[config.mk]
export PLATFORM = sky130hd
export DESIGN_NAME = zion_basic_circuit_lib_clr_skid_buf
export DESIGN_NICKNAME = d
export VERILOG_FILES = /design/src/rtl/zion_basic_circuit_lib_clr_skid_buf.sv
export SDC_FILE = /design/constraint.sdc
export NUM_CORES = 1
export LEC_CHECK = 0
export CAP_MARGIN = 25
export CORE_AREA = 2 2 71 73
export DETAILED_ROUTE_END_ITERATION = 7
export DIE_AREA = 0 0 73 75
export DONT_BUFFER_PORTS = 1
export GPL_TIMING_DRIVEN = 0
export SYNTH_ARGS = -nofsm -noshare
export SYNTH_HDL_FRONTEND = slang
export SYNTH_SLANG_ARGS = --single-unit
[constraint.sdc]
create_clock -name clk -period 3.7 [get_ports clk]
set_clock_uncertainty 0.15 [all_clocks]
set_input_delay 0.37 -clock clk [delete_from_list [all_inputs] [get_ports clk]]
set_output_delay 0.37 -clock clk [all_outputs]
set_load 0.01 [all_outputs]
[src/rtl/zion_basic_circuit_lib_clr_skid_buf.sv]
// Two-entry valid/ready skid buffer with synchronous flush; all outputs registered.
// Optional stall counter enabled by defining ZION_CLR_SKID_BUF_STALL_CNT_EN.
module zion_basic_circuit_lib_clr_skid_buf #(
    parameter int unsigned            WIDTH_IN  = 8,
    parameter int unsigned            WIDTH_OUT = 8,
    parameter logic [WIDTH_OUT-1:0]   INI_DATA  = '0,
    parameter int unsigned            CNT_WIDTH = 16
) (
    input  logic                 clk,
    input  logic                 rst,
    input  logic                 iClr,
    input  logic                 iVld,
    output logic                 oRdy,
    input  logic [WIDTH_IN-1:0]  iDat,
    output logic                 oVld,
    input  logic                 iRdy,
    output logic [WIDTH_OUT-1:0] oDat
`ifdef ZION_CLR_SKID_BUF_STALL_CNT_EN
    ,
    output logic [CNT_WIDTH-1:0] oStallCnt
`endif
);

    typedef enum logic [1:0] {
        EMPTY = 2'd0,
        ONE   = 2'd1,
        FULL  = 2'd2
    } state_t;

    state_t               state;
    logic [WIDTH_OUT-1:0] skid;

    // Width mismatch is an integration error caught at elaboration.
    if (WIDTH_IN != WIDTH_OUT) begin : g_width_err
        $error("zion_basic_circuit_lib_clr_skid_buf: WIDTH_IN (%0d) != WIDTH_OUT (%0d)",
               WIDTH_IN, WIDTH_OUT);
`ifdef CHECK_ERR_EXIT
        $fatal(1, "zion_basic_circuit_lib_clr_skid_buf: exiting on parameter error");
`endif
    end

    // Buffer state machine; oVld/oRdy are kept as flops alongside the state.
    always_ff @(posedge clk or posedge rst) begin
        if (rst) begin
            state <= EMPTY;
            oVld  <= 1'b0;
            oRdy  <= 1'b1;
            oDat  <= INI_DATA;
            skid  <= INI_DATA;
        end else if (iClr) begin
            state <= EMPTY;
            oVld  <= 1'b0;
            oRdy  <= 1'b1;
            oDat  <= INI_DATA;
            skid  <= INI_DATA;
        end else begin
            case (state)
                EMPTY: begin
                    if (iVld) begin
                        oDat  <= WIDTH_OUT'(iDat);
                        state <= ONE;
                        oVld  <= 1'b1;
                        oRdy  <= 1'b1;
                    end
                end
                ONE: begin
                    if (iVld && iRdy) begin
                        oDat <= WIDTH_OUT'(iDat);
                    end else if (iVld) begin
                        skid  <= WIDTH_OUT'(iDat);
                        state <= FULL;
                        oVld  <= 1'b1;
                        oRdy  <= 1'b0;
                    end else if (iRdy) begin
                        state <= EMPTY;
                        oVld  <= 1'b0;
                        oRdy  <= 1'b1;
                    end
                end
                FULL: begin
                    if (iRdy) begin
                        oDat  <= skid;
                        state <= ONE;
                        oVld  <= 1'b1;
                        oRdy  <= 1'b1;
                    end
                end
                default: begin
                    state <= EMPTY;
                    oVld  <= 1'b0;
                    oRdy  <= 1'b1;
                end
            endcase
        end
    end

`ifdef ZION_CLR_SKID_BUF_STALL_CNT_EN
    localparam logic [CNT_WIDTH-1:0] CNT_MAX = {CNT_WIDTH{1'b1}};

    // Saturating count of cycles where valid output is held off by the consumer.
    always_ff @(posedge clk or posedge rst) begin
        if (rst) begin
            oStallCnt <= '0;
        end else if (iClr) begin
            oStallCnt <= '0;
        end else if (oVld && !iRdy && (oStallCnt != CNT_MAX)) begin
            oStallCnt <= oStallCnt + CNT_WIDTH'(1);
        end
    end
`endif

endmodule
## Yosys cells after proc, flatten, opt, wreduce, memory -nomap -nowiden

Index checks and enable logic that the tools add are counted.

- Bits in registers: 20
- Bits in latches: 0
- RAM bits: 0
- ROM bits: 0
- Input port bits: 13
- Output and inout port bits: 10
- Word-level logic and storage cells: 49
- Memories: 0

- $add $sub $neg: 0
- $mul: 0
- Div/mod/pow operators: 0
- Order comparisons: 0
- Eq/ne operators: 8
- Shift operators: 0
- Mux-type cells: 27
- Bitwise gates (word level): 0
- Reductions and logical operators: 9

Operator list:

| operator | count |
|---|---|
| $mux 8 | 7 |
| $pmux 8 s3 | 1 |
| $mux 2 | 6 |
| $ne 3x3->1 const B | 4 |
| $mux 1 | 10 |
| $reduce_and 4->1 | 2 |
| $pmux 1 s3 | 2 |
| $pmux 2 s3 | 1 |
| $ne 4x4->1 const B | 1 |
| $reduce_bool 2->1 | 2 |
| $reduce_bool 4->1 | 1 |
| $reduce_and 3->1 | 1 |
| $eq 2x1->1 const B | 1 |
| $eq 2x2->1 const B | 1 |
| $logic_not 2->1 | 1 |
| $ne 2x2->1 const B | 1 |
| $reduce_and 2->1 | 1 |
| $logic_and 1x1->1 | 1 |

## Depth between registers and ports, before layout

Gate-level depths: netlist of run 1.

- Depth after elaboration: 5
- Mapped depth: 7
- Depth with buffers taken out: 6

## Worst setup path after synthesis of run 1

No wires, ideal clock.

- Path type: register -> register
- Start: register state[0]
- End: register oDat[5]
- Library setup time: 0.087 ns
- Data arrival time: 1.609 ns
- Required time: 3.463 ns
- Setup slack: 1.854 ns
- Stages on the path, launching flop included: 8
- Buffers on the path: 1
- Period minus slack after synthesis: 1.846 ns
- Cell sequence: dfrtp_1 > inv_1 > ha_1 > nand2b_1 > o311ai_4 > buf_6 > nor2_1 > a211oi_2

- Cells in the longest elaborated chain, start to end: 3
- Elaborated cells on any way between the ends: 10
- Those cells by class: eq/ne: 5; mux: 2; reduce/logical: 3

Ends and longest elaborated chain:

| item | line | text |
|---|---|---|
| from (decl) | 30 | `state_t state;` |
| from (signal assigned) | 45 | `state <= EMPTY;` |
| from (signal assigned) | 51 | `state <= EMPTY;` |
| from (signal assigned) | 61 | `state <= ONE;` |
| $eq 2x1->1, or another cell as far along | 57 | `case (state)` |
| $ne 3x3->1 (no line), or another cell as far along | -- |  |
| $reduce_and 4->1 (no line) / $mux 8 (equally long branches) | -- |  |
| to (signal assigned) | 60 | `oDat <= WIDTH_OUT'(iDat);` |
| to (signal assigned) | 68 | `oDat <= WIDTH_OUT'(iDat);` |
| to (signal assigned) | 82 | `oDat <= skid;` |
| to (decl) | 17 | `output logic [WIDTH_OUT-1:0] oDat` |

Parallel ways exist; a longest one is shown, timed or not.
A chain may end at the register's enable or synchronous reset.

## Worst setup path in the final report of run 1

- Start: register state[0]
- End: register oDat[6]

Same word-level chain as after synthesis.

==> results.yml, run 1 <==
global_route:
  antenna_found_initial: 0
  grt_max_degree: 21
  grt_pass1_vias: 736
  grt_pass1_wl_microns: 3670
  grt_overflow: 0
  track_usage: 0.0883
final_layout:
  fillers: 490
  multi_input_area_sq_um: 518
  area_growth_pct: 11.4
  fin_nets: 130
  area.sequential_sq_um: 502
  finalNonFillerCells: 165
  drive_gt1_frac: 0.117
  antennaDiodeCount: 0
synthesis:
  synth_flop_cell: "dfrtp_1"
  syn-instance-count: 107
  syn-num-nets: 125
  yosys_warnings: 0
  synth_edf_count: 0
  syn-cell-area_sq_mm: 0.00108
  avgSynthCellArea_sq_um: 10.1
  synthArstFlopShare: 1.00
  seq_area_frac_synth: 0.465
  synth.distinct_cells: 29
  ys_ff_latch: 20
placed_design:
  dpl.hpwl_microns: 1680
  globalplace.congestion: 0.801
  io_buffers: 0
  placed_cells: 161
  dp_slack_ns: 1.59
flow_run:
  max_cap_violations: 0
clock_tree:
  root_buffer: "clkbuf_8"
  clock-sinks: 20
  htreeDepth: 1
  hold_buffers: 0
  insertion_delay_ns: 0.25
  post_cts_buffers: 0
  cts_resized: 0
  cts.path.max_buffers: 2
  clkTransAtPathRegs_ns: 0.07
  cts_buffers: 3
  cts_tree: "yes"
sta:
  tns_ns: 0
  setup_viol: 0
  fin_crit_ns: 2.09
  finalMaxSlewViolations: 0
  max_freq_mhz: 479
  hold_viol: 19
  setup_slack_ns: 1.61
  post-route-period-util: 0.565
  holdWs_ns: -0.0214
  worst_slew_pin_slew_ns: 0.759
  slew_headroom: 0.493
  rsz0062_at_grt: "no"
setup_path:
  endpoint_kind: "flip-flop"
  reg2reg_setup_slack_ns: 1.61
  worstPathArrival_ns: 2.11
  timing.rr.end: "oDat[6]"
  path_cells: "inv_1, ha_1, nand2b_1, o311ai_4, buf_6, nor2_1, a211oi_2"
  critPathSlowestCell: "dfrtp_1"
  cp_num_cells: 7
  cp_slowest_stage_delay_ns: 0.40
  worstReg2RegStart: "state[0]"
  startpoint_type: "flip-flop"
  critPathTopFamily: "compound AO/OA/AOI/OAI gates"
  crit_fanout: 10
  required_ns: 3.72
  path_class: "reg -> reg"
  rr_worst_depth: 7
  cp_num_buf_inv: 2
routing:
  routed_wl_microns: 2270
  drt_first_pass_iters: 4
  dr.first_iter.drc_count: 47
  ant_nets: 0
  vias: 763
  drc: 0
  via_per_inst: 4.62
  wl_per_cell_microns: 13.7
power_and_ir_drop:
  p_leak_nw: 0.490
  peakVddDrop_v: 0.000148
  power_density_mw_per_mm2: 461
  total_power_uw: 554
floorplan:
  start_util: 0.231
  dieWidth_microns: 73
  io_pins: 23
  die_h_microns: 75
  placementRows: 25
  die-area_sq_mm: 0.00548
  core_area_sq_mm: 0.00466
outcome:
  status: "finished with violations"
  violations: "negative hold slack"
hold_path:
  holdCritPathClass: "in -> async"
-- layout by cell type (no fill, tap or decap), drive strengths merged, types with 2 or more instances in the layout --
master and n:
ha 5, a21oi 11, mux2i 8, nor2 11, inv 5, nand2 18, a211oi 8, o21a 2
buf 3, dfrtp 19, o21ai 2, clkbuf 5
-- how the worst max path moves through the flow --
stage,to,from,slack (ns)
after CTS,oDat[5],state[0],1.57
after global placement,oDat[6],state[0],1.59
after floorplan,oDat[5],state[0],1.85
final,oDat[6],state[0],1.61
after global routing,oDat[5],state[0],1.42
after detailed placement,oDat[5],state[0],1.59
-- power breakdown --
| group | total, mW | internal (mW) | switching (mW) |
|---|---|---|---|
| clock network | 0.165 | 0.0946 | 0.0707 |
| registers | 0.269 | 0.244 | 0.0257 |
| logic | 0.119 | 0.0501 | 0.0689 |
| total | 0.554 | 0.388 | 0.165 |
-- flip-flops by register name, summed over array words and instances (netlist names) --
name / cells
state: 2
oVld: 1
skid: 8
oDat: 8
oRdy: 1
-- worst reg2reg max path: stages, from the launching register on --
cell and delay, ns:
dfrtp_1 0.40, inv_1 0.10, ha_1 0.30, nand2b_1 0.21, o311ai_4 0.40, buf_6 0.21
nor2_1 0.06, a211oi_2 0.18
-- per-stage QoR --
stage,area (sq um),util
after floorplan,1080,-
final,1200,0.258
after global placement,1150,0.246
after CTS,1200,0.258
after detailed placement,1150,0.246
after global routing,1200,0.258
-- routing by layer --
| layer | vias up | track usage | routed length (microns) |
|---|---|---|---|
| met5 | - | 0 | 0 |
| met4 | 0 | 0.0123 | 13 |
| met3 | 2 | 0.0522 | 235 |
| met2 | 22 | 0.130 | 1010 |
| met1 | 358 | 0.114 | 1010 |
| li1 | 381 | - | - |
-- logic make-up after synthesis --
| group | count (synthesis) | synth area share |
|---|---|---|
| mux | 8 | 0.0742 |
| simple gates | 35 | 0.143 |
| buf+inv | 10 | 0.0545 |
| flops | 20 | 0.465 |
| compound gates | 29 | 0.205 |
| fa+ha+maj | 5 | 0.0580 |
-- Yosys cell counts, types with 2 or more instances --
cell type	count	share of area
nor2_1	11	0.038
o21ai_0	2	0.0093
inv_1	5	0.017
mux2i_1	8	0.074
dfrtp_1	19	0.44
nand2_1	18	0.063
a211oi_2	2	0.023
a211oi_1	6	0.042
a21oi_1	11	0.051
ha_1	5	0.058
o21a_1	2	0.014
-- layout make-up --
| cell class | count | share of cell area |
|---|---|---|
| Multi-Input combinational cell | 77 | 0.431 |
| Sequential cell | 20 | 0.418 |
| Tap cell | 54 | 0.0563 |
| Clock buffer | 4 | 0.0458 |
| Buffer | 5 | 0.0333 |
| Inverter | 5 | 0.0156 |
Note: power is estimated with default switching activity, not from simulation.
==> run 2: changes to the inputs <==
clock period = 1.8 ns   (was 3.7 ns; I/O delays follow)
==> run 2 against run 1 <==
The flow finishes with violations (negative setup slack). Setup slack worse by 1.7 ns. Hold slack improved by 0.037 ns. Final cell count is 9.7% higher. Die area is the same. Critical path depth is 1 lower. Register-to-register slack lost 1.7 ns. Via count up 14%. Largest cell class unchanged.
==> results.yml, run 2 (synthesized netlist as in run 1, its figures left out) <==
clock_tree:
  root_buffer: "clkbuf_8"
  cts_tree: "yes"
  clkTransAtPathRegs_ns: 0.07
  insertion_delay_ns: 0.26
  htreeDepth: 1
  clock-sinks: 20
  cts.path.max_buffers: 2
  cts_buffers: 3
sta:
  slew_headroom: 0.501
  rsz0062_at_grt: "yes"
  fin_crit_ns: 1.85
  setup_slack_ns: -0.0461
  setup_viol: 7
  hold_viol: 0
  max_freq_mhz: 542
  tns_ns: -0.169
  finalMaxSlewViolations: 0
  post-route-period-util: 1.03
  worst_slew_pin_slew_ns: 0.748
setup_path:
  startpoint_type: "flip-flop"
  critPathTopFamily: "simple AND/OR/NAND/NOR gates"
  crit_fanout: 5
  timing.rr.end: "state[0]"
  rr_worst_depth: 6
  reg2reg_setup_slack_ns: -0.05
  endpoint_kind: "flip-flop"
  worstPathArrival_ns: 1.88
  critPathSlowestCell: "or4_4"
  worstReg2RegStart: "state[1]"
  cp_slowest_stage_delay_ns: 0.49
  cp_num_buf_inv: 1
  path_cells: "inv_4, ha_4, nor2b_4, o21a_1, or4_4, a21oi_2"
  path_class: "reg -> reg"
  required_ns: 1.83
floorplan:
  placementRows: 25
  core_area_sq_mm: 0.00466
  dieWidth_microns: 73
  io_pins: 23
  die_h_microns: 75
  die-area_sq_mm: 0.00548
  start_util: 0.231
routing:
  wl_per_cell_microns: 15.4
  routed_wl_microns: 2790
  ant_nets: 0
  vias: 871
  via_per_inst: 4.81
  drc: 0
  dr.first_iter.drc_count: 19
  drt_first_pass_iters: 4
power_and_ir_drop:
  p_leak_nw: 0.584
  p_sw_uw: 399
  pwr-share-comb: 0.267
  power_density_mw_per_mm2: 936
  total_power_mw: 1.38
  peakVddDrop_v: 0.000383
  p_clk_frac: 0.322
  p_seq_frac: 0.411
  swShare: 0.290
  intPower_uw: 978
global_route:
  track_usage: 0.105
  grt_pass1_wl_microns: 4380
  antenna_found_initial: 0
  grt_max_degree: 21
  grt_pass1_vias: 968
  grt_overflow: 0
final_layout:
  area_growth_pct: 36.4
  final_util: 0.316
  antennaDiodeCount: 0
  finalNonFillerCells: 181
  drive_gt1_frac: 0.315
  reg.largest.list: "oDat (8), skid (8), state (2)"
  fin_nets: 146
  layout_common_cells: "nand2_1, dfrtp_1, a21oi_1, dlygate4sd3_1"
hold_path:
  holdCritPathClass: "in -> reg"
  min_to: "skid[7]"
  min_path_cells: 3
  min-delay-start: "iRdy"
placed_design:
  io_buffers: 0
  globalplace.congestion: 0.791
  dpl.hpwl_microns: 1870
  placed_cells: 161
  dp_slack_ns: -0.208
outcome:
  violations: "negative setup slack"
  status: "finished with violations"
flow_run:
  max_cap_violations: 0
-- run 2: changes by cell type in the layout (fill, tap and decap cells not counted), moves of 4 or more --
cell / change
a211oi_1: -4
a211oi_2: +4
buf_4: +6
dlygate4sd3_1: +10
-- run 2: area by class of cell --
class / instances / area (sq um)
plain buffers: 4 / 36.3
clock buffers: 3 / 41.3
clock inverters: 1 / 30.0
fillers: 461 / 3190
inverters: 5 / 23.8
multi-input cells: 77 / 616
flip-flops and latches: 20 / 504
well taps: 54 / 67.6
repair buffers: 17 / 153
-- run 2: how the worst max path moves through the flow --
stage,start,to,cells past startpoint
after floorplan,state[1],state[0],6
after global placement,state[1],oDat[5],7
after detailed placement,state[1],oDat[5],7
after CTS,state[1],state[0],6
after global routing,state[1],state[0],6
final,state[1],state[0],6
-- run 2: worst min-delay path, stage by stage --
cell	delay (ns)
nor2_2	0.07
nand2_1	0.08
a21oi_1	0.05
-- run 2: through the flow --
step,area [sq um],hold slack (ns)
floorplan,1100,-0.00691
global placement,1170,0.0688
detailed placement,1170,0.0927
CTS,1430,0.00171
global route,1470,0.0279
finish,1470,0.0153
-- run 2: routing by layer --
metal  routed length (microns)  vias up  share of wire  GRT usage
met5                         0        -              0          0
met4                        22        0         0.0079     0.0309
met3                       202        2          0.072     0.0335
met2                      1450       24           0.52      0.196
met1                      1110      431           0.40      0.114
li1                          -      414              -          -
-- run 2: what timing repair did --
| action | CTS | global route |
|---|---|---|
| resized for setup | 11 | 11 |
| setup endpoints to repair | 20 | 20 |
| hold buffers | 10 | 0 |
| setup buffers | 5 | 1 |
| endpoints found under the hold margin | 29 | 0 |
| cloned | 1 | 0 |
| pin swaps | 9 | 4 |
-- run 2: power by group through the flow --
stage / Combinational, mW / Clock, mW / Sequential [mW]
after floorplan: 0.213 / 0 / 0.555
after global placement: 0.245 / 0 / 0.566
after detailed placement: 0.255 / 0 / 0.569
after CTS: 0.331 / 0.447 / 0.565
after global routing: 0.401 / 0.477 / 0.574
final: 0.368 / 0.443 / 0.566
==> RTL change 1 (config.mk and constraints of run 1) <==
The 3 states of `state_t` get a one-hot encoding in 3 bits.
--- a/src/rtl/zion_basic_circuit_lib_clr_skid_buf.sv
+++ b/src/rtl/zion_basic_circuit_lib_clr_skid_buf.sv
@@ -23,6 +23,6 @@
 
-    typedef enum logic [1:0] {
-        EMPTY = 2'd0,
-        ONE   = 2'd1,
-        FULL  = 2'd2
+    typedef enum logic [2:0] {
+        EMPTY = 3'b001,
+        ONE   = 3'b010,
+        FULL  = 3'b100
     } state_t;
Behaviour: same outputs for any inputs over 10 cycles, from zero or initial values and one cycle with rst high; not proved beyond that.
==> RTL change 1 against run 1 <==
  * Setup slack better by 0.19 ns
  * Total power is 17% lower
  * First-iteration DRC count is 26% higher
  * Wire length is 9.2% higher
  * Critical path depth is 2 lower
  * Final area is 6.6% higher
  * Hold slack better by 0.025 ns
  * Synthesized cell count is 0.93% higher
  * Sequential cell count is 1 higher
  * Area after synthesis is 8.1% higher
  * Critical endpoint unchanged
==> RTL change 1: results (changes against run 1) <==
* Fraction of area in multi-input gates at 0.4389 (+0.007654)
* Non-clk buf share at 0.05376 (+0.02043)
* Gp weighted congestion at 0.8206 (+2.5%)
* Bufs w/o clock at 9 (+4)
* Outcome: finished clean
* Synth top area cells: dfrtp_1 41%, mux2i_1 14%, mux2_2 7.7%
* Met3 Routed Length at 225 um (-4.3%)
* DP HPWL at 1.822 mm (+8.3%)
* Worst R2R Path Depth at 5 (-2)
* Crit path DAT at 1.90 ns (-0.21 ns)
* VDD IR max at 0.1127 mV (-24%)
* ClkCell Share at 0.03617 (-0.009665)
* Avg Inst Size Synth at 10.80 sq um (+7.1%)
* WL final at 2.475 mm (+9.2%)
* Multi-In Gates at 76 (-1.3%)
* Worst slew pin tran at 0.8054 ns (+0.04600 ns)
* First-pass GRT wire length at 4.133 mm (+13%)
* Seq/Total Area, Yosys at 0.4528 (-0.01241)
* Synthesized net count at 121 (-3.2%)
* Synth unique cells at 30 (+3.4%)
* Number of fill cells at 461 (-5.9%)
* Layout cell share with drive strength beyond 1 at 0.2321 (+0.1150)
* Fin worst setup slack at 1.798 ns (+0.1879 ns)
* TritonCTS buffer count at 3 (unchanged)
* Crit-path leading delay family: flip-flops
* Routing usage on met1 at 0.1052 (-0.009253)
* CTS max path bufs at 2 (unchanged)
* CP Class: reg2reg
* GR Util met3 at 0.04819 (-0.004016)
* Drt initial violations at 59 (+26%)
* Vias in the first global route at 913 (+24%)
* Nonclk inv count at 2 (-3)
* Slowest stage delay, CP at 0.52 ns (+0.12 ns)
* Sequential Area at 528.0 sq um (+5.2%)
* Global Route Usage Sum at 0.09893 (+0.01066)
* Top flop regs: oDat x8, skid x8, state x3
* Wire per inst at 14.91 um (+8.6%)
* Post-synth top cells: 22 x nor2_1, 19 x dfrtp_1, 16 x mux2i_1
* # clock sinks at 21 (+5.0%)
* Met2 wire length at 1.292 mm (+28%)
* Vias/cell at 4.801 (+3.8%)
* Wire length on met1 at 910 um (-9.8%)
* Largest net degree at the start of global routing at 22 (+4.8%)
* Critical-path top delay cell: dfstp_2
* Pre-CTS setup slack at 1.810 ns (+0.2168 ns)
* Area of placed instances at 1234 sq um (+7.6%)
* Post-placement cell count at 162 (+0.62%)
* Worst setup path startpoint: state[0]
* Final Net Count at 126 (-3.1%)
RTL change 1: worst min path at each step:
stage,start,end,slack [ns],cells past startpoint
final,rst,skid[0],0.003,1
after global routing,rst,oDat[5],0.07,1
after CTS,rst,skid[0],0.02,1
after detailed placement,rst,oDat[5],0.30,1
after global placement,rst,oDat[5],0.30,1
after floorplan,rst,oDat[0],0.20,1
RTL change 1: report_power, final:
part | internal [mW] | switching, mW
combinational | 0.0281 | 0.0339
sequential | 0.241 | 0.0119
clock | 0.0749 | 0.0720
RTL change 1: logic make-up (layout without fill, tap and decap cells):
logic type               count (synthesis)  after routing  synth area share
flip-flops                              21             21            0.4528
AO/OA/AOI/OAI                           15             15           0.09657
buffers and inverters                   11             15           0.06545
adder cells (fa/ha/maj)                  1              1          0.008584
XOR/XNOR                                 1              1          0.007512
multiplexers                            24             24            0.2146
AND/OR/NAND/NOR                         35             35            0.1545
==> RTL change 2 (flow settings as in run 1) <==
Without the edit above. The option `ZION_CLR_SKID_BUF_STALL_CNT_EN` is turned on by a define.
--- a/src/rtl/zion_basic_circuit_lib_clr_skid_buf.sv
+++ b/src/rtl/zion_basic_circuit_lib_clr_skid_buf.sv
@@ -2,2 +2,4 @@
 // Optional stall counter enabled by defining ZION_CLR_SKID_BUF_STALL_CNT_EN.
+`define ZION_CLR_SKID_BUF_STALL_CNT_EN
+
 module zion_basic_circuit_lib_clr_skid_buf #(
Check against the original RTL (old outputs only; new: oStallCnt): equivalent (Yosys induction, for registers that start in step).
==> RTL change 2 against run 1 <==
  * The flow now finishes without violations
  * Final cell count rose by 55%
  * Sequential cell count rose by 16
  * Synthesized cell count grew 79%
  * Area after synthesis is 84% higher
  * Die area did not move
  * Wire length increased by 91%
  * Total power rose by 67%
  * Setup slack lost 0.12 ns
  * Final area grew 81%
  * Critical endpoint is now oStallCnt[14]
  * Largest cell class unchanged
==> RTL change 2: results (changes against run 1) <==
* Synthesized net count at 212 (+70%)
* Pre-CTS setup slack at 1.524 ns (-0.06931 ns)
* Vias at 1,510 (+98%)
* Synth top area cells: dfrtp_1 44%, mux2i_1 9.6%, mux2_2 6.8%
* First-pass GRT wire length at 7.431 mm (+100%)
* Lkg Pwr at 0.9621 nW (+96%)
* H-tree levels at 2 (+1)
* Worst R2R Path Depth at 4 (-3)
* Gp weighted congestion at 0.8502 (+6.2%)
* Largest net degree at the start of global routing at 25 (+19%)
* DP HPWL at 3.222 mm (+92%)
* Skew-Pair Late Insertion Delay at 0.29 ns (+0.04 ns)
* CP endpoint: oStallCnt[14]
* Area of placed instances at 2081 sq um (+82%)
* Outcome: finished clean
* Cell count after synthesis at 192 (+79%)
* Synth unique cells at 41 (+41%)
* Non-filler cells, final at 256 (+55%)
* Critical-path top delay cell: nor4_1
* Seq/Total Area, Yosys at 0.4543 (-0.01088)
* Vias in the first global route at 1,584 (+120%)
* VDD IR max at 0.2515 mV (+69%)
* Layout cell share with drive strength beyond 1 at 0.1584 (+0.04130)
* Max-slew headroom at 0.5274 (+0.03419)
* Number of fill cells at 438 (-11%)
* Drt initial violations at 130 (+180%)
* Worst setup path startpoint: oStallCnt[4]
* Crit path DAT at 2.26 ns (+0.15 ns)
* Top flop regs: oStallCnt x16, oDat x8, skid x8
* Post-placement cell count at 247 (+53%)
* WL final at 4.337 mm (+91%)
* TritonCTS buffer count at 5 (+2)
* Slowest stage delay, CP at 0.71 ns (+0.31 ns)
* Hold WS at 0.08134 ns (+0.1028 ns)
* Post-layout min period at 2.214 ns (+0.1249 ns)
RTL change 2: where the power goes:
| part | internal, mW | total (mW) | switching (mW) |
|---|---|---|---|
| logic | 0.0841 | 0.178 | 0.0935 |
| registers | 0.426 | 0.469 | 0.0423 |
| clock network | 0.131 | 0.276 | 0.145 |
| total | 0.641 | 0.922 | 0.281 |
RTL change 2: final cells by class:
class                      count  area (sq um)  area share
clock inverter                 3         18.77    0.008616
tap                           54         67.56     0.03102
buffer                         6         31.28     0.01436
timing repair buffer           2         37.54     0.01723
multi-input combinational    142          1022      0.4693
sequential                    36         902.1      0.4141
clock buffer                   5         68.82     0.03159
inverter                       8         30.03     0.01379
RTL change 2: kinds of logic after synthesis:
group	Yosys count	synth area share
xor gates and xnor gates	1	0.004412
DFF	36	0.4543
buffers and inverters	14	0.03088
AOI/OAI and AO/OA	31	0.1059
muxes	31	0.1638
and+or+nand+nor	72	0.1966
adders and majority gates	7	0.04411
RTL change 2: what timing repair did:
| item | in CTS | in global routing |
|---|---|---|
| hold endpoints to repair | 12 | 0 |
| endpoints found under the setup margin | 0 | 0 |
| hold buffers | 1 | 0 |
RTL change 2: layer usage:
| layer | part of all wire | vias to the layer above | routed length, um | global-route usage |
|---|---|---|---|---|
| met4 | 0.017 | 0 | 75 | 0.07613 |
| li1 | - | 713 | - | - |
| met3 | 0.080 | 8 | 349 | 0.07363 |
| met2 | 0.50 | 53 | 2179 | 0.3003 |
| met1 | 0.40 | 736 | 1732 | 0.1966 |
| met5 | 0 | - | 0 | 0 |
